## src/rtl/mem_arbiter.sv

```systemverilog
// mem_arbiter: shares one memory port between I-fetch refills and D-cache refills/writes.
// Define ARB_ROUND_ROBIN_EN to alternate the winner on contention; default gives D fixed priority.
module mem_arbiter #(
  parameter int LINE_WORDS = 4,
  parameter int ADDR_W     = 32,
  parameter int DATA_W     = 32,
  localparam int BW        = LINE_WORDS > 1 ? $clog2(LINE_WORDS) : 1
) (
  input  logic              clk,
  input  logic              rst,
  input  logic              i_req,
  input  logic [ADDR_W-1:0] i_addr,
  output logic              i_gnt,
  output logic              i_rvalid,
  output logic              i_done,
  input  logic              d_req,
  input  logic              d_we,
  input  logic [ADDR_W-1:0] d_addr,
  input  logic [DATA_W-1:0] d_wdata,
  output logic              d_gnt,
  output logic              d_rvalid,
  output logic              d_done,
  output logic [DATA_W-1:0] rdata,
  output logic [BW-1:0]     beat_idx,
  output logic              busy,
  output logic              mem_req,
  output logic              mem_we,
  output logic [ADDR_W-1:0] mem_addr,
  output logic [DATA_W-1:0] mem_wdata,
  input  logic              mem_ready,
  input  logic [DATA_W-1:0] mem_rdata
);
  localparam int OFF = $clog2(LINE_WORDS * 4);
  localparam logic [ADDR_W-1:0] LINE_MASK = ADDR_W'((64'd1 << OFF) - 64'd1);
  typedef enum logic [1:0] {IDLE, BUSY, DONE} state_t;
  state_t r_state, w_next;
  logic r_own_d, r_we, r_i_gnt, r_d_gnt;
  logic [ADDR_W-1:0] r_base, w_base;
  logic [DATA_W-1:0] r_wdata;
  logic [BW-1:0] r_beat;
  logic w_take, w_take_d, w_last, w_acc;
`ifdef ARB_ROUND_ROBIN_EN
  logic r_last_d;
  assign w_take_d = d_req & (!i_req | !r_last_d);
  always_ff @(posedge clk or negedge rst)
    if (!rst) r_last_d <= 1'b1;
    else if (r_state == IDLE && w_take) r_last_d <= w_take_d;
`else
  assign w_take_d = d_req;
`endif
  assign w_take   = i_req | d_req;
  // writes are word-aligned, reads are aligned to the start of the line
  assign w_base   = (w_take_d & d_we) ? {d_addr[ADDR_W-1:2], 2'b00}
                                      : ((w_take_d ? d_addr : i_addr) & ~LINE_MASK);
  assign w_last   = r_we | (r_beat == BW'(LINE_WORDS - 1));
  assign w_acc    = (r_state == BUSY) & mem_ready;
  assign i_gnt    = r_i_gnt;
  assign d_gnt    = r_d_gnt;
  assign beat_idx = r_beat;
  assign busy     = r_state != IDLE;
  always_comb begin
    w_next    = r_state;
    mem_req   = 1'b0;
    mem_we    = 1'b0;
    mem_addr  = '0;
    mem_wdata = '0;
    rdata     = '0;
    i_rvalid  = 1'b0;
    d_rvalid  = 1'b0;
    i_done    = 1'b0;
    d_done    = 1'b0;
    case (r_state)
      IDLE: w_next = w_take ? BUSY : IDLE;
      BUSY: begin
        mem_req   = 1'b1;
        mem_we    = r_we;
        mem_addr  = r_base + (ADDR_W'(r_beat) << 2);
        mem_wdata = r_wdata;
        if (mem_ready) begin
          w_next   = w_last ? DONE : BUSY;
          i_rvalid = !r_we & !r_own_d;
          d_rvalid = !r_we & r_own_d;
          rdata    = r_we ? '0 : mem_rdata;
        end
      end
      DONE: begin
        w_next = IDLE;
        i_done = !r_own_d;
        d_done = r_own_d;
      end
      default: w_next = IDLE;
    endcase
  end
  always_ff @(posedge clk or negedge rst)
    if (!rst) begin
      r_state <= IDLE;
      r_own_d <= 1'b1;
      r_we    <= 1'b0;
      r_base  <= '0;
      r_wdata <= '0;
      r_beat  <= '0;
      r_i_gnt <= 1'b0;
      r_d_gnt <= 1'b0;
    end else begin
      r_state <= w_next;
      r_i_gnt <= (r_state == IDLE) & w_take & !w_take_d;
      r_d_gnt <= (r_state == IDLE) & w_take_d;
      if (r_state == IDLE && w_take) begin
        r_own_d <= w_take_d;
        r_we    <= w_take_d & d_we;
        r_wdata <= d_wdata;
        r_base  <= w_base;
      end
      r_beat <= r_state == DONE ? '0 : (w_acc ? r_beat + BW'(1) : r_beat);
    end
endmodule

```

## config.mk

```make
export PLATFORM = sky130hd
export DESIGN_NAME = mem_arbiter
export DESIGN_NICKNAME = d
export VERILOG_FILES = /design/src/rtl/mem_arbiter.sv
export SDC_FILE = /design/constraint.sdc
export NUM_CORES = 1
export LEC_CHECK = 0
export CAP_MARGIN = 10
export CORE_AREA = 2 2 109 111
export CTS_CLUSTER_SIZE = 14
export DETAILED_ROUTE_END_ITERATION = 10
export DIE_AREA = 0 0 111 113
export PLACE_DENSITY = 0.8
export SLEW_MARGIN = 10
export SYNTH_ARGS = -nofsm -noshare
export SYNTH_HDL_FRONTEND = slang
export SYNTH_SLANG_ARGS = --single-unit
```

## constraint.sdc

```tcl
create_clock -name clk -period 2.95 [get_ports clk]
set_input_delay 0.4425 -clock clk [delete_from_list [all_inputs] [get_ports clk]]
set_output_delay 0.4425 -clock clk [all_outputs]
set_load 0.05 [all_outputs]
```

==> results.txt <==
Leak = 0.00357 uW
Final Non-Filler Cells = 916
Critical Path RT = 2.51 ns
Final Hold Fails = 0
WP data arrival = 2.65 ns
Mapped cell area = 4340 sq um
Final setup viols = 7
Die H = 113 microns
Gpl congestion = 0.859
Failing checks = setup timing
Crit Path Max Fanout = 5
Core Util, Final = 0.740
Initial antenna violation count = 1
Status = finished, violations left
Clock Latency Late Sink = 0.33 ns
Total grt overflow = 0
Worst setup margin = -0.143 ns
Syn avg cell area = 8.06 sq um
Dpl cell area = 7950 sq um
Largest net degree at the start of global routing = 71
Initial DRC Count = 412
# rows = 39
Vias in the first global route = 5067
Routed len/inst = 18.2 microns
Max cap viols = 0
TritonCTS buffer count = 9
Final #Nets = 906
RSZ-0062 raised after global routing = yes
Final period util = 1.05
Tightest Pin Transition = 0.918 ns
Register area share after synthesis = 0.404
DR vias = 4870
Synth Warn # = 0
Synth async-reset ratio = 1.00
Global-route wire length before repair = 27100 microns
CTS root buffer = clkbuf_16
Worst Setup End Kind = primary output
Crit-path cells = ha_4, fa_2, and4_4, or4b_4, or4_4, a21oi_4, buf_12
Setup TNS Final = -0.742 ns
Routed Wire Length = 16700 microns
1st-pass router iterations = 5
Hold_buf cts = 0
Vias per cell = 5.32
Clk sinks = 70
Rel. slew slack = 0.388
Slew Limit Fails = 0
Crit Path Category = reg2out
All-Layer GR Usage = 0.270
Placed instance count = 892
Final Cell Area = 8340 sq um
IO Pins = 241
DP HPWL = 12600 microns
Ant diodes = 0
Max clock buf depth = 2
CP max stage cell = or4b_4
Yosys reg bits = 70
Die area = 12500 sq um
CORE AREA = 11300 sq um
Final ANT Viol Nets = 0
Worst IR Drop VDD = 0.948 mV
Yosys cell types = 44
CTS tree = built
CP max stage delay = 0.54 ns
Clock-pin slew on the worst setup and hold paths = 0.06 ns
Area Overhead vs Synth = 92.0%
Post-Synthesis Cells = 539
Pwr/cell area = 1240 nW/um^2
Layout cells sized above 1 = 0.228
Post-synth EDFFs = 0
Crit start category = flip-flop
Final min period = 3.09 ns
Hold WC Path Type = in2async
IO buf count = 232
Fmax = 0.323 GHz
# DRC = 0
Clock skew = 0.00459 ns
Initial Utilization = 0.385
Main synth FF type = dfrtp_1
H-tree Lvls = 3
Chip width = 111 microns
-- final timing paths --
kind,endpoint,startpoint,depth (start not counted),slack [ns]
min in group clk,r_wdata[25],r_wdata[25],2,0.47
max in group asynchronous,r_base[11],rst,1,2.04
worst min-delay path,r_wdata[3],rst,1,0.23
worst max register to register,r_base[13],r_state[0],5,1.00
worst min register to register,r_wdata[25],r_wdata[25],2,0.47
worst max-delay path,mem_addr[30],beat_idx[0],7,-0.14
-- stage by stage --
step | hold WS, ns | power [uW] | setup slack (ns)
6_report | 0.227 | 10400 | -0.143
5_1_grt | 0.315 | 10900 | -0.219
4_1_cts | 0.284 | 10400 | -0.190
3_5_place_dp | 0.454 | 9280 | 0.0433
3_3_place_gp | 0.450 | 9100 | 0.0982
2_1_floorplan | 0.147 | 5740 | -0.0544
-- per-layer routing --
metal | GRT usage | routed length, microns | part of all wire
met1 | 0.321 | 6450 | 0.39
met2 | 0.443 | 7980 | 0.48
met3 | 0.109 | 1810 | 0.11
met4 | 0.100 | 423 | 0.025
met5 | 0 | 16 | 0.00096
-- layout make-up --
| type | count | area [sq um] |
|---|---|---|
| flip-flops and latches | 70 | 1760 |
| well taps | 143 | 179 |
| fillers | 763 | 2930 |
| clock buffers | 11 | 233 |
| multi-input cells | 425 | 2600 |
| repair buffers | 257 | 3500 |
| inverters | 5 | 18.8 |
| clock inverters | 5 | 50.0 |
-- worst max-delay path: cells and delay by family (launching register included) --
family | cells | cell delay [ns]
AOI/OAI and AO/OA | 1 | 0.17
DFF | 1 | 0.39
buffers and inverters | 1 | 0.16
adders and majority gates | 2 | 0.36
and+or+nand+nor | 3 | 1.24
-- report_power, final --
| part | internal [uW] | switching, uW | leakage [uW] |
|---|---|---|---|
| clock network | 649 | 397 | 0.000143 |
| registers | 1440 | 488 | 0.000854 |
| logic | 3260 | 4120 | 0.00258 |
| total | 5350 | 5000 | 0.00357 |
-- registers in the layout, summed over array words and instances (netlist names) --
| name | flops |
|---|---|
| r_wdata | 32 |
| beat_idx | 2 |
| d_gnt | 1 |
| r_we | 1 |
| r_state | 2 |
| r_own_d | 1 |
| i_gnt | 1 |
| r_base | 30 |
-- layout by cell type, fill, tap and decap left out, types with 3 or more instances in the layout --
cell type        synthesis  final
a21oi_1                 11      3
a21oi_4                  0      7
a22oi_1                 22     22
a31oi_1                 23     23
and2_1                  70     70
and3_1                   6      6
buf_12                   0     99
buf_4                    3     23
buf_6                    0      3
clkbuf_16                0      9
clkdlybuf4s50_1          0    131
clkinv_2                 0      4
dfrtp_1                 69     66
dfrtp_2                  0      3
inv_1                    4      4
mux2i_1                 12     11
nand2_1                126    126
nand2b_1                 6      6
nand3_1                  7      7
nand4_1                  9      9
nor2_1                  20     16
nor2_2                   0      4
nor2b_1                 22     22
nor3_1                   3      3
o21ai_0                 37     35
or3_4                    0      4
or4_4                    0      3
xnor2_1                  3      3
xor2_1                   8      7
-- synthesized netlist by cell type, types with 3 or more instances --
cell,instances,share of area
xor2_1,8,0.016
buf_4,3,0.0052
o31ai_1,3,0.0052
or4_1,3,0.0052
and3_1,6,0.0086
inv_1,4,0.0035
nor2_1,20,0.017
nand3_1,7,0.0081
xnor2_1,3,0.0061
mux2i_1,12,0.028
nor3_1,3,0.0035
clkbuf_1,32,0.028
a22oi_1,22,0.038
buf_1,4,0.0035
o21ai_0,37,0.043
nand4_1,9,0.013
nand2b_1,6,0.0086
a21oi_1,11,0.013
ha_1,3,0.0086
nand2_1,126,0.11
and2_1,70,0.10
nor2b_1,22,0.032
a31oi_1,23,0.033
or3_1,6,0.0086
dfrtp_1,69,0.40
-- cells by family (layout without fill, tap and decap cells) --
kind of cell	Yosys count	after routing	synth area share
xor gates and xnor gates	11	11	0.0222
other	1	2	0.000863
AOI/OAI and AO/OA	108	108	0.156
adders and majority gates	4	4	0.0133
and+or+nand+nor	287	288	0.333
muxes	12	12	0.0277
DFF	70	70	0.404
buffers and inverters	46	278	0.0429
-- timing repair --
item	CTS	global route
gates cloned	1	0
pin swaps	15	9
gates resized for setup	8	5
setup endpoints to repair	7	13
buffers inserted	6	1
Power figures use the tool's default switching activity.
==> patch 1 (config.mk and constraints unchanged) <==
Add a define of `ARB_ROUND_ROBIN_EN`.
--- a/src/rtl/mem_arbiter.sv
+++ b/src/rtl/mem_arbiter.sv
@@ -2,2 +2,4 @@
 // Define ARB_ROUND_ROBIN_EN to alternate the winner on contention; default gives D fixed priority.
+`define ARB_ROUND_ROBIN_EN
+
 module mem_arbiter #(
Formal check against the unedited RTL: not equivalent (a bounded check fails within 4 cycles, from zero or initial values and one cycle with rst low).
==> patch 1 against the original RTL <==
- cell count decreased by 11%
- synthesized cell count is 22% lower
- critical path depth is 1 lower
- count of clock-buffer cells in the layout fell by 1
- critical endpoint is now mem_addr[21]
- routed wire length decreased by 8.1%
- worst setup slack better by 170 ps
- synthesized area decreased by 5.6%
- largest power group unchanged
- sequential cell count did not move
- highest routed layer is now met4
- worst hold slack improved by 7.7 ps
- power up 2.3%
- maximum frequency increased by 5.9%
- clock power grew 6%
- final area is 1.8% lower
==> patch 1: results (changes against the original RTL) <==
Parameter                              Value

Run status
  Status    completed

Critical path
  Reg2Reg Launch Point    r_state[0]
  Slack of the worst reg-to-reg path    1130 ps (+130 ps)
  Critical Path Fanout Max    7 (+2)
  Arrival time of the worst setup path    2480 ps (-170 ps)
  Origin of the worst setup path    beat_idx[1]

Route
  Overall via count from detail_route    4,311 (-11%)
  Met2 wire length    8.09 mm (+1.4%)
  Wire length on met1    5.56 mm (-14%)
  Average wire length per cell after detail routing    18.9 um (+3.6%)
  Top layer used by detailed routing    met4
  Number of search-and-repair iterations in the first detailed-routing pass    5 (unchanged)
  Detailed router's first-iteration violation count    184 (-55%)
  Met3 wire length    1.25 mm (-31%)

Global routing
  Met3 Track Usage GR    0.0862 (-0.0225)
  Global-route usage over all layers    0.246 (-0.0240)
  Wire length of the first global-routing pass    24.5 mm (-9.6%)
  Met1 Resource Use GR    0.275 (-0.0465)
  Number of global-route vias before repair    4,645 (-8.3%)
  M2 GR Usage    0.440 (-0.00245)
  Antenna violations before repair    0 (-1)

Timing
  Least-Margin Pin Slew    913 ps (-5.15 ps)
  Min setup slack post-route    30.2 ps (+173 ps)
  Clock Skew    4.16 ps (-0.428 ps)
  Minimum hold slack    235 ps (+7.66 ps)

Placed design
  DP Cell Count    780 (-13%)
  DP Worst Slack    68.6 ps (+25.3 ps)
  Total placed instance area    7650 sq um (-3.8%)
  Routability Congestion    0.843 (-1.8%)
  Buffers on Ports    232 (unchanged)
  Post-detailed-placement half-perimeter wirelength    11.3 mm (-9.9%)

Synth
  Post-synthesis sequential area ratio    0.427 (+0.0238)
  Average cell area after synthesis    9.72 sq um (+21%)
  Netlist cell types    43 (-2.3%)
  Top cells by count, synth    70 x and2_1, 69 x dfrtp_1, 32 x mux2_2
  Number of enable-type register cells in the synthesized netlist    0 (unchanged)
  Top post-synthesis cells by area    dfrtp_1 42%, and2_1 11%, mux2_2 8.8%

Cells and area
  Non-Filler Instances    812 (-11%)
  Registers with the most flip-flops    r_wdata x32, r_base x30
  Fraction of layout instances using a drive strength above 1    0.333 (+0.106)
  Number of nets in the finished design    802 (-11%)

Pwr
  Static leakage    0.00340 uW (-4.8%)
  Worst voltage drop across the vdd grid    0.882 mV (-6.9%)
  Switching power total    4990 uW (-0.27%)

CTS
  Clk root buf    clkbuf_16
  Clock transition at the registers of the reported paths    60 ps (about the same)
  Insertion delay of the later-clocked pin in the worst-skew pair    340 ps
-- patch 1: what timing repair did --
action | in CTS | in global routing
endpoints found under the setup margin | 16 | 14
resized for setup | 18 | 11
pin swaps | 3 | 7
endpoints found under the hold margin | 0 | 0
gates cloned | 1 | 0
setup buffers | 11 | 4
-- patch 1: worst paths after layout --
check                               endpoint  depth (start not counted)
worst max-delay path            mem_addr[21]                          6
worst min-delay path              r_base[28]                          1
worst max register to register     r_base[5]                          5
worst min register to register    r_wdata[8]                          1
max in group asynchronous         r_base[14]                          1
min in group clk                  r_wdata[8]                          1
-- patch 1: layout make-up --
| class | instances | area [sq um] |
|---|---|---|
| clock buffer | 10 | 239 |
| clock inverter | 6 | 70.1 |
| fill | 809 | 3080 |
| inverter | 5 | 18.8 |
| multi-input combinational | 318 | 2480 |
| sequential | 70 | 1760 |
| tap | 143 | 179 |
| timing repair buffer | 260 | 3450 |
-- patch 1: logic make-up (layout without fill, tap and decap cells) --
| group | count (synthesis) | count (layout) | synth area share |
|---|---|---|---|
| fa+ha+maj | 4 | 4 | 0.0140 |
| simple gates | 166 | 167 | 0.231 |
| xor+xnor | 11 | 11 | 0.0235 |
| mux | 42 | 42 | 0.112 |
| buf+inv | 36 | 281 | 0.0390 |
| other cells | 1 | 2 | 0.000914 |
| flops | 70 | 70 | 0.427 |
| compound gates | 92 | 92 | 0.152 |
-- patch 1: power groups by stage --
stage	clock network (uW)	logic [uW]	registers, uW
3_3_place_gp	0	7410	1820
3_5_place_dp	0	7520	1860
5_1_grt	1170	7930	1950
6_report	1110	7590	1890
2_1_floorplan	0	4010	1820
4_1_cts	1140	7590	1850
-- patch 1: critical path, cell delays in order, from the launching register on --
cell and delay [ps]:
dfrtp_1 390, ha_1 290, a21oi_1 120, or4_4 490, or4_1 480, a21oi_4 210
buf_12 150
==> patch 2 (same settings) <==
Without the edit above. The 3 states of `state_t` get a one-hot encoding in 3 bits.
--- a/src/rtl/mem_arbiter.sv
+++ b/src/rtl/mem_arbiter.sv
@@ -34,3 +34,3 @@
   localparam logic [ADDR_W-1:0] LINE_MASK = ADDR_W'((64'd1 << OFF) - 64'd1);
-  typedef enum logic [1:0] {IDLE, BUSY, DONE} state_t;
+  typedef enum logic [2:0] {IDLE = 3'b001, BUSY = 3'b010, DONE = 3'b100} state_t;
   state_t r_state, w_next;
Behaviour: no difference found for any inputs over 10 cycles, from zero or initial values and one cycle with rst low; not proved beyond that.
==> patch 2 against the original RTL <==
- the run still ends with negative setup slack left
- utilization grew 1.4 points
- cell count grew 1.1%
- maximum frequency grew 2.0%
- routed wire length grew 3.2%
- final area grew 1.8%
- worst setup slack gained 61 ps
- clock skew grew 3.0 ps
- power shrank 25%
- highest routed layer is now met4
- sequential cell count grew 1
- critical endpoint is now mem_addr[16]
- worst hold slack gained 12 ps
- synthesized area grew 1.3%
- count of clock-buffer cells in the layout is the same
- register-to-register slack lost 280 ps
==> patch 2: results (changes against the original RTL) <==
Parameter                              Value

Placed design
  DP Cell Count    900 (+0.90%)
  Routability Congestion    0.893 (+4.0%)
  Post-detailed-placement half-perimeter wirelength    12.3 mm (-1.9%)
  Total placed instance area    7940 sq um (-0.16%)
  Buffers on Ports    232 (unchanged)
  DP Worst Slack    97.6 ps (+54.3 ps)

Global routing
  Number of global-route vias before repair    5,155 (+1.7%)
  Wire length of the first global-routing pass    27.5 mm (+1.5%)
  Antenna violations before repair    0 (-1)
  Global-route usage over all layers    0.274 (+0.00421)
  Largest net degree at the start of global routing    72 (+1.4%)

Run status
  Violated checks    negative setup slack
  Status    finished, violations left

Cells and area
  Registers with the most flip-flops    r_wdata x32, r_base x30, r_state x3
  Fraction of layout instances using a drive strength above 1    0.248 (+0.0201)
  Non-Filler Instances    926 (+1.1%)
  Total area of multi-input combinational cells    2690 sq um (+3.5%)
  Diode insertion count for antenna repair    0 (unchanged)
  Number of nets in the finished design    916 (+1.1%)
  Fillcell total    745 (-2.4%)

Timing
  Setup total negative slack    -393 ps (+349 ps)
  Setup Viol. Count Final    8 (+1)
  Min setup slack post-route    -81.7 ps (+61.0 ps)
  Clock Skew    7.56 ps (+2.97 ps)
  Headroom to the max-slew limit    0.375 (-0.0132)
  Minimum hold slack    239 ps (+12.3 ps)

CTS
  Insertion delay of the later-clocked pin in the worst-skew pair    approximately 340 ps
  Count of instances resized after the clock tree is built    25 (+17)
  Post-CTS setup-driven buffer insertion count    8 (+2)

Pwr
  Part of the total power dissipated in combinational logic    0.586 (-0.127)
  Comb power    4520 uW (-39%)
  Static leakage    0.00352 uW (-1.4%)
  Clock Power Share    0.157 (+0.056)
  Worst voltage drop across the vdd grid    0.600 mV (-37%)
  Internal Dissipation    4180 uW (-22%)

Route
  Total length of routed wires    17.2 mm (+3.2%)
  Via/cell ratio    5.46 (+2.7%)
  Detailed router's first-iteration violation count    509 (+24%)

Critical path
  Critical Path Fanout Max    8 (+3)
  Critical path's top delay family    compound AO/OA/AOI/OAI gates
  Count of cells along the worst register-to-register path    6 (+1)
  Cell with the largest stage delay on the worst path    dfrtp_1
  Reg2Reg Launch Point    r_state[0]
  Critical register-to-register path endpoint    r_base[9]
  Origin of the worst setup path    r_base[2]
  Capture point of the critical path    mem_addr[16]
  Arrival time of the worst setup path    2590 ps (-60 ps)
  Delay of the slowest critical-path stage    400 ps (-140 ps)

Synth
  Post-synthesis sequential area ratio    0.404 (+0.000807)
  Share of cell area taken by muxes after synthesis    0.0159 (-0.0117)
  Arithmetic-cell share of the synthesized area counting full adders, half adders and majority gates    0.0131 (-0.000170)
  Top cells by count, synth    119 x nand2_1, 70 x and2_1, 69 x dfrtp_1
  Xor-xnor portion of the synthesized cell area    0.0199 (-0.00227)
  Top post-synthesis cells by area    dfrtp_1 39%, nand2_1 10%, and2_1 10%
  Share of async-settable or async-resettable flops after synthesis    1.00 (unchanged)
  Post-synthesis compound-gate area fraction    0.168 (+0.0122)
  Average cell area after synthesis    8.04 sq um (-0.19%)
## patch 2: cell count changes after synthesis, sizes merged, moves of 3 or more
cell | unedited run | this run
or4 | 3 | 8
nand2 | 126 | 119
o21a | 0 | 5
nand2b | 6 | 3
o31ai | 3 | 7
mux2i | 12 | 7
nand3 | 7 | 13
xnor2 | 3 | 6
xor2 | 8 | 4
a21oi | 11 | 16
nor4 | 0 | 3
and3 | 6 | 2
inv | 4 | 11
## patch 2: per-layer routing
metal  vias to the layer above  global-route usage  share of wire
met5                         -                   0              0
met3                        32              0.0686          0.083
met2                       287               0.459           0.50
met4                         0               0.103          0.023
li1                       2330                   -              -
met1                      2407               0.345           0.40
## patch 2: layout make-up
cell class | count | share of cell area
clock buffer | 11 | 0.0298
clock inverter | 5 | 0.00943
inverter | 11 | 0.00486
multi-input combinational | 425 | 0.317
sequential | 71 | 0.210
tap | 143 | 0.0211
timing repair buffer | 260 | 0.408
